===== src/rtl/hangman_game_core_pkg.sv =====
`default_nettype none
// ============================================================================
// Module      : hangman_game_core_pkg
// Description : Shared encodings for the hangman game core: game_state codes,
//               FSM state type and the default alphabet size.
// Revision    : 1.0 - initial release
// ============================================================================
package hangman_game_core_pkg;

  // Letters in play when the instantiating level does not override it.
  localparam int ALPHABET_DEFAULT = 26;

  // game_state encodings shared with the VGA handler and the top level.
  localparam logic [1:0] GS_PLAYING = 2'b00;
  localparam logic [1:0] GS_WON     = 2'b01;
  localparam logic [1:0] GS_LOST    = 2'b10;

  // Controller states.
  typedef enum logic [2:0] {
    ST_START   = 3'd0,
    ST_PLAYING = 3'd1,
    ST_CHECK   = 3'd2,
    ST_WON     = 3'd3,
    ST_LOST    = 3'd4
  } state_e;

endpackage : hangman_game_core_pkg
`default_nettype wire


===== src/rtl/hangman_game_core_letter_onehot.sv =====
`default_nettype none
// ============================================================================
// Module      : hangman_game_core_letter_onehot
// Description : Letter index to one-hot decoder with an in-range flag.
//               Indices at or above ALPHABET give an all-zero vector and
//               in_range = 0. Purely combinational.
// Revision    : 1.0 - initial release
// ============================================================================
module hangman_game_core_letter_onehot
  import hangman_game_core_pkg::*;
#(
  parameter int ALPHABET = ALPHABET_DEFAULT,
  parameter int LETTER_W = 5
) (
  input  logic [LETTER_W-1:0] idx,
  output logic [ALPHABET-1:0] onehot,
  output logic                in_range
);

  // One extra bit so ALPHABET itself is representable in the comparison.
  localparam logic [LETTER_W:0] C_ALPHA = (LETTER_W+1)'(ALPHABET);

  // Decode the index; out-of-range letters select nothing.
  always_comb begin
    onehot   = '0;
    in_range = ({1'b0, idx} < C_ALPHA);
    for (int i = 0; i < ALPHABET; i++) begin
      if ({1'b0, idx} == (LETTER_W+1)'(i)) begin
        onehot[i] = 1'b1;
      end
    end
  end

endmodule : hangman_game_core_letter_onehot
`default_nettype wire


===== src/rtl/hangman_game_core.sv =====
`default_nettype none
// ============================================================================
// Module      : hangman_game_core
// Description : Multi-player hangman guess handler. Latches the word mask,
//               classifies each guess as hit / miss / repeat, keeps wrong
//               count, turn order and saturating per-player scores, and
//               decides WON / LOST one cycle after each accepted guess.
// Revision    : 1.0 - initial release
// ============================================================================
module hangman_game_core
  import hangman_game_core_pkg::*;
#(
  parameter int ALPHABET    = ALPHABET_DEFAULT,
  parameter int LETTER_W    = 5,
  parameter int MAX_WRONG   = 6,
  parameter int WRONG_W     = 4,
  parameter int NUM_PLAYERS = 2,
  parameter int SCORE_W     = 4
) (
  input  logic                           clk,
  input  logic                           reset,
  input  logic                           new_game,
  input  logic                           load,
  input  logic [LETTER_W-1:0]            load_x,
  input  logic [ALPHABET-1:0]            mask,
  output logic [ALPHABET-1:0]            guessed_mask,
  output logic [1:0]                     game_state,
  output logic [WRONG_W-1:0]             wrong_time,
  output logic [1:0]                     current_player,
  output logic [NUM_PLAYERS*SCORE_W-1:0] scores,
  output logic                           busy,
  output logic                           hit,
  output logic                           repeat_guess
);

  localparam logic [WRONG_W-1:0] C_MAX_WRONG   = WRONG_W'(MAX_WRONG);
  localparam logic [1:0]         C_LAST_PLAYER = 2'(NUM_PLAYERS - 1);

  state_e                state_q,   state_d;
  logic [ALPHABET-1:0]   word_q,    word_d;
  logic [ALPHABET-1:0]   guessed_q, guessed_d;
  logic [ALPHABET-1:0]   tried_q,   tried_d;
  logic [WRONG_W-1:0]    wrong_q,   wrong_d;
  logic [1:0]            player_q,  player_d;
  logic                  hit_q,     hit_d;
  logic                  rep_q,     rep_d;
  logic [SCORE_W-1:0]    score_q [NUM_PLAYERS];
  logic [SCORE_W-1:0]    score_d [NUM_PLAYERS];

  logic [ALPHABET-1:0]   letter_oh;
  logic                  letter_ok;
  logic                  clear_all;
  logic                  is_repeat;
  logic                  is_hit;

  hangman_game_core_letter_onehot #(
    .ALPHABET (ALPHABET),
    .LETTER_W (LETTER_W)
  ) u_letter_onehot (
    .idx      (load_x),
    .onehot   (letter_oh),
    .in_range (letter_ok)
  );

  // A letter counts as tried whether it was a hit or a miss.
  assign is_repeat = |(letter_oh & (guessed_q | tried_q));
  assign is_hit    = |(letter_oh & word_q);

  // Next-state logic: new_game restart, guess classification and win/lose check.
  always_comb begin
    state_d   = state_q;
    word_d    = word_q;
    guessed_d = guessed_q;
    tried_d   = tried_q;
    wrong_d   = wrong_q;
    player_d  = player_q;
    hit_d     = 1'b0;
    rep_d     = 1'b0;
    clear_all = 1'b0;

    if (new_game && (state_q != ST_START)) begin
      // Restart keeps no history; the word is re-latched in START.
      clear_all = 1'b1;
      state_d   = ST_START;
      word_d    = '0;
      guessed_d = '0;
      tried_d   = '0;
      wrong_d   = '0;
      player_d  = '0;
    end else begin
      case (state_q)
        ST_START: begin
          // RAM data is valid by now; freeze it for the whole game.
          word_d  = mask;
          state_d = ST_PLAYING;
        end
        ST_PLAYING: begin
          if (load && letter_ok) begin
            state_d = ST_CHECK;
            if (is_repeat) begin
              rep_d = 1'b1;
            end else if (is_hit) begin
              guessed_d = guessed_q | letter_oh;
              hit_d     = 1'b1;
            end else begin
              tried_d = tried_q | letter_oh;
              if (wrong_q != C_MAX_WRONG) begin
                wrong_d = wrong_q + WRONG_W'(1);
              end
              player_d = (player_q == C_LAST_PLAYER) ? 2'd0 : player_q + 2'd1;
            end
          end
        end
        ST_CHECK: begin
          // An empty word can never be completed, so it can only be lost.
          if ((word_q != '0) && ((guessed_q & word_q) == word_q)) begin
            state_d = ST_WON;
          end else if (wrong_q == C_MAX_WRONG) begin
            state_d = ST_LOST;
          end else begin
            state_d = ST_PLAYING;
          end
        end
        ST_WON, ST_LOST: begin
          state_d = state_q;
        end
        default: begin
          state_d = ST_START;
        end
      endcase
    end
  end

  // Controller and game-progress registers.
  always_ff @(posedge clk) begin
    if (reset) begin
      state_q   <= ST_START;
      word_q    <= '0;
      guessed_q <= '0;
      tried_q   <= '0;
      wrong_q   <= '0;
      player_q  <= '0;
      hit_q     <= 1'b0;
      rep_q     <= 1'b0;
    end else begin
      state_q   <= state_d;
      word_q    <= word_d;
      guessed_q <= guessed_d;
      tried_q   <= tried_d;
      wrong_q   <= wrong_d;
      player_q  <= player_d;
      hit_q     <= hit_d;
      rep_q     <= rep_d;
    end
  end

  for (genvar p = 0; p < NUM_PLAYERS; p++) begin : g_score
    // Credit a new correct letter to the player whose turn it is, saturating.
    always_comb begin
      score_d[p] = score_q[p];
      if (clear_all) begin
        score_d[p] = '0;
      end else if (hit_d && (player_q == 2'(p)) && (score_q[p] != '1)) begin
        score_d[p] = score_q[p] + SCORE_W'(1);
      end
    end

    // Per-player score register.
    always_ff @(posedge clk) begin
      if (reset) begin
        score_q[p] <= '0;
      end else begin
        score_q[p] <= score_d[p];
      end
    end

    assign scores[p*SCORE_W +: SCORE_W] = score_q[p];
  end

  assign guessed_mask   = guessed_q;
  assign wrong_time     = wrong_q;
  assign current_player = player_q;
  assign hit            = hit_q;
  assign repeat_guess   = rep_q;
  assign busy           = (state_q == ST_START) || (state_q == ST_CHECK);
  assign game_state     = (state_q == ST_WON)  ? GS_WON  :
                          (state_q == ST_LOST) ? GS_LOST : GS_PLAYING;

endmodule : hangman_game_core
`default_nettype wire


===== config.mk =====
export PLATFORM = sky130hd
export DESIGN_NAME = hangman_game_core
export DESIGN_NICKNAME = d
export VERILOG_FILES = /design/src/rtl/hangman_game_core_pkg.sv /design/src/rtl/hangman_game_core_letter_onehot.sv /design/src/rtl/hangman_game_core.sv
export SDC_FILE = /design/constraint.sdc
export NUM_CORES = 1
export LEC_CHECK = 0
export CAP_MARGIN = 20
export CORE_MARGIN = 3
export CORE_UTILIZATION = 48
export CTS_CLUSTER_DIAMETER = 30
export DETAILED_ROUTE_END_ITERATION = 6
export PLACE_DENSITY = 0.77
export SETUP_SLACK_MARGIN = 0.4
export SYNTH_ARGS = -nofsm -noshare
export SYNTH_HDL_FRONTEND = slang
export SYNTH_SLANG_ARGS = --single-unit

===== constraint.sdc =====
create_clock -name clk -period 2.6 [get_ports clk]
set_clock_uncertainty 0.2 [all_clocks]
set_input_delay 0.52 -clock clk [delete_from_list [all_inputs] [get_ports clk]]
set_output_delay 0.52 -clock clk [all_outputs]
set_load 0.1 [all_outputs]

==> results.cfg <==
[pwr]
power.clock.fraction_pct = 30.5
ir_drop_mv = 0.321
p_seq_share_pct = 48.0
switchingPower_uw = 968
comb_power_share_pct = 21.5
p_per_area_nw_per_um2 = 468
total_leakage_power_nw = 2.74
swShare_pct = 29.4
internal_power_mw = 2.32

[route]
routed_wl_mm = 17.4
wire_per_inst_microns = 20.5
route.antenna.remaining_nets = 0
dr.first_iter.drc_count = 356
viasPerCell = 6.14
route.vias.total = 5224
drc_errors = 0
drt-pass1-iter-count = 5

[final_layout]
layout_common_cells = buf_4, nand2_1, nor2_1
final_common_cell = buf_4
seqCellArea_sq_um = 1980
n_antenna_cell = 0
areaGrowthSynthToFinish_pct = 54.9
drive_gt1_share_pct = 42.4
fillers = 557
stdcell_area_sq_um = 7020
final_nets = 778
multi_input_area_sq_um = 2930

[grt]
grt_pass1_wl_mm = 26.4
grt_max_degree = 33
antenna_found_initial = 0
grt_pass1_vias = 5119
grtUsageTotal_pct = 32.7
gr-total-overflow = 0

[synthesis]
postSynthAreaPerCell_sq_um = 7.76
async_reset_ff_share_pct = 0
synth_top_area_share_pct = 42.9
synth_top_family_by_area = simple AND/OR/NAND/NOR gates
synth_ff_type = dfxtp_1
synth_fa_ha_area_share_pct = 1.10
synth-seq-cells = 97
yosys.area.top_type = dfxtp_1
synth_compound_area_share_pct = 18.7
synth-warning-count = 0
ys_seq_area_share_pct = 42.9
synthTopCellsByArea = dfxtp_1, nand2_1, a21oi_1, nor2_1, o21ai_0
syn_nets = 623
synthCells = 584
synth.distinct_cells = 56
synth_xor_area_share_pct = 0.193
syn_area_sq_um = 4530
yosys.area_share.simple_pct = 29.0
synth_edf_count = 0
synth.area.mux_share_pct = 2.73

[placed_design]
dp_slack_ps = -943
placed_area_sq_um = 5840
place_congestion = 0.973
portBuffers = 79
dp_hpwl_mm = 11.1

[floorplan]
fp.dieH_microns = 103
die_x_microns = 103
ioPinCount = 80
rows = 34
die-area_sq_um = 10600
floorplan.initialDensity_pct = 50.7
coreArea_sq_um = 8930

[critical_path]
crit_chain = buf_4 -> buf_4 -> nand2_2 -> nor3_1 -> a31oi_1 -> o2111ai_4 -> or3_4 -> or3_4 -> a21oi_2
path_buf_inv = 2
worstPathMaxFanout = 8
cp-start-kind = input pin
crit_arrival_ps = 2640
critPathRequiredTime_ps = 2700
ff2ff_setup_slack_ps = 100
reg2reg_from = tried_q[10]$_SDFFE_PP0P_
slowest_stage = or3_4
cpPeakStageDelay_ps = 490
rr_endpoint = score_q[1][3]$_SDFFE_PP0P_
critPathTopFamily = simple AND/OR/NAND/NOR gates
crit_type = in -> reg
reg2reg_depth = 7
crit_path_end_kind = flip-flop
cp.depth = 9

[clock_tree]
cts_tree = built
cts_root_buf = clkbuf_8
clock_latency_ps = 380
cts_inserted_buffers = 9
hold_buffers = 0
path_clk_slew_ps = 90
ctsHtreeMaxLevel = 3
cts_buffer_depth = 2
cts.sinks = 97

[sta]
post-route-period-util_pct = 97.4
setup_slack_ps = 66.6
fin_crit_ps = 2530
maxSlewHeadroom_pct = 69.6
max_freq_mhz = 395
worst_pin_slew_ps = 445
finalHoldViolCount = 0
rsz0062_at_grt = yes
slew_violations = 0
setup_viol = 0

[min_path]
hold_depth = 2
whs_endpoint = guessed_mask[14]$_SDFFE_PP0P_
hold_class = reg -> reg
hp-start = guessed_mask[14]$_SDFFE_PP0P_

[run]
max_cap_viol_count = 0

[run_status]
status = completed
cell usage after synthesis, drive strengths merged, types with 2 or more instances:
cell type and count:
o211ai 3, a41o 2, or3 6, o2111ai 3, a211oi 4, nor3 21
nor4 7, nor3b 2, mux2i 9, a21oi 68, a2111oi 7, nor2 84
a31o 2, buf 19, o22ai 11, clkbuf 21, nand4 7, nor2b 13
o21ai 23, inv 14, ha 4, o311ai 2, nand3b 7, a31oi 5
nand2b 13, or2 4, nand2 91, nand3 11, or3b 6, dfxtp 97
o32ai 3
registers in the layout, indices dropped and copies added, names as in the netlist:
name            cells
current_player      2
guessed_mask       26
hit                 1
repeat_guess        1
score_q             8
state_q             3
tried_q            26
word_q             26
wrong_time          4
how the worst max path moves through the flow:
stage | from | to | slack (ps)
3_3_place_gp | load_x[1] | score_q[1][2]$_SDFFE_PP0P_ | -840
3_5_place_dp | load_x[1] | score_q[1][2]$_SDFFE_PP0P_ | -940
4_1_cts | load_x[4] | guessed_mask[21]$_SDFFE_PP0P_ | 190
6_report | load_x[0] | score_q[1][3]$_SDFFE_PP0P_ | 70
5_1_grt | load_x[4] | tried_q[19]$_SDFFE_PP0P_ | 40
2_1_floorplan | load_x[0] | score_q[1][3]$_SDFFE_PP0P_ | 90
worst reg2reg max path, stage by stage (launching register included):
cell       delay, ps
dfxtp_1          330
nor2_1           180
o22ai_1          120
a31oi_1          330
o2111ai_4        280
or3_4            500
or3_4            340
a21oi_2          150
per-stage QoR:
stage / hold slack [ps] / cells / total power [mW] / util (%) / TNS, ps
after global placement: 249 / 795 / 2.11 / 65.4 / -46440
after global routing: 309 / 851 / 3.40 / 78.6 / 0
final: 290 / 851 / 3.29 / 78.6 / 0
after CTS: 287 / 845 / 3.23 / 76.3 / 0
after floorplan: 229 / 584 / 1.92 / - / 0
after detailed placement: 261 / 795 / 2.13 / 65.4 / -45290
metal layers:
layer / up-vias / share of wire, % / track usage, %
li1: 2353 / - / -
met1: 2471 / 38 / 39.3
met2: 313 / 48 / 54.3
met3: 87 / 8.7 / 8.05
met4: 0 / 5.6 / 16.2
met5: - / 0 / 0
cell type report:
type	count	area share (%)
Timing Repair Buffer	184	24.5
Clock buffer	11	2.01
Multi-Input combinational cell	433	41.8
Clock inverter	4	0.749
Sequential cell	97	28.3
Tap cell	108	1.93
Inverter	14	0.749
power groups by stage:
stage               clock (mW)  sequential (mW)  combinational (mW)
finish                    1.00             1.58               0.708
global route              1.07             1.58               0.748
global placement             0             1.60               0.511
detailed placement           0             1.60               0.523
CTS                       1.01             1.57               0.653
floorplan                    0             1.61               0.310
cell families (layout without fill, tap and decap cells):
kind of cell             Yosys count  after routing
AO/OA/AOI/OAI                    140            140
adder cells (fa/ha/maj)            4              4
buffers and inverters             54            213
AND/OR/NAND/NOR                  277            277
multiplexers                      11             11
flip-flops                        97             97
XOR/XNOR                           1              1
what timing repair did:
| item | CTS | global route |
|---|---|---|
| cloned | 5 | 0 |
| gates resized for setup | 132 | 39 |
| pin swaps | 42 | 48 |
| buffers inserted | 30 | 6 |
| endpoints found under the setup margin | 69 | 68 |
(Power assumes the default switching activity.)
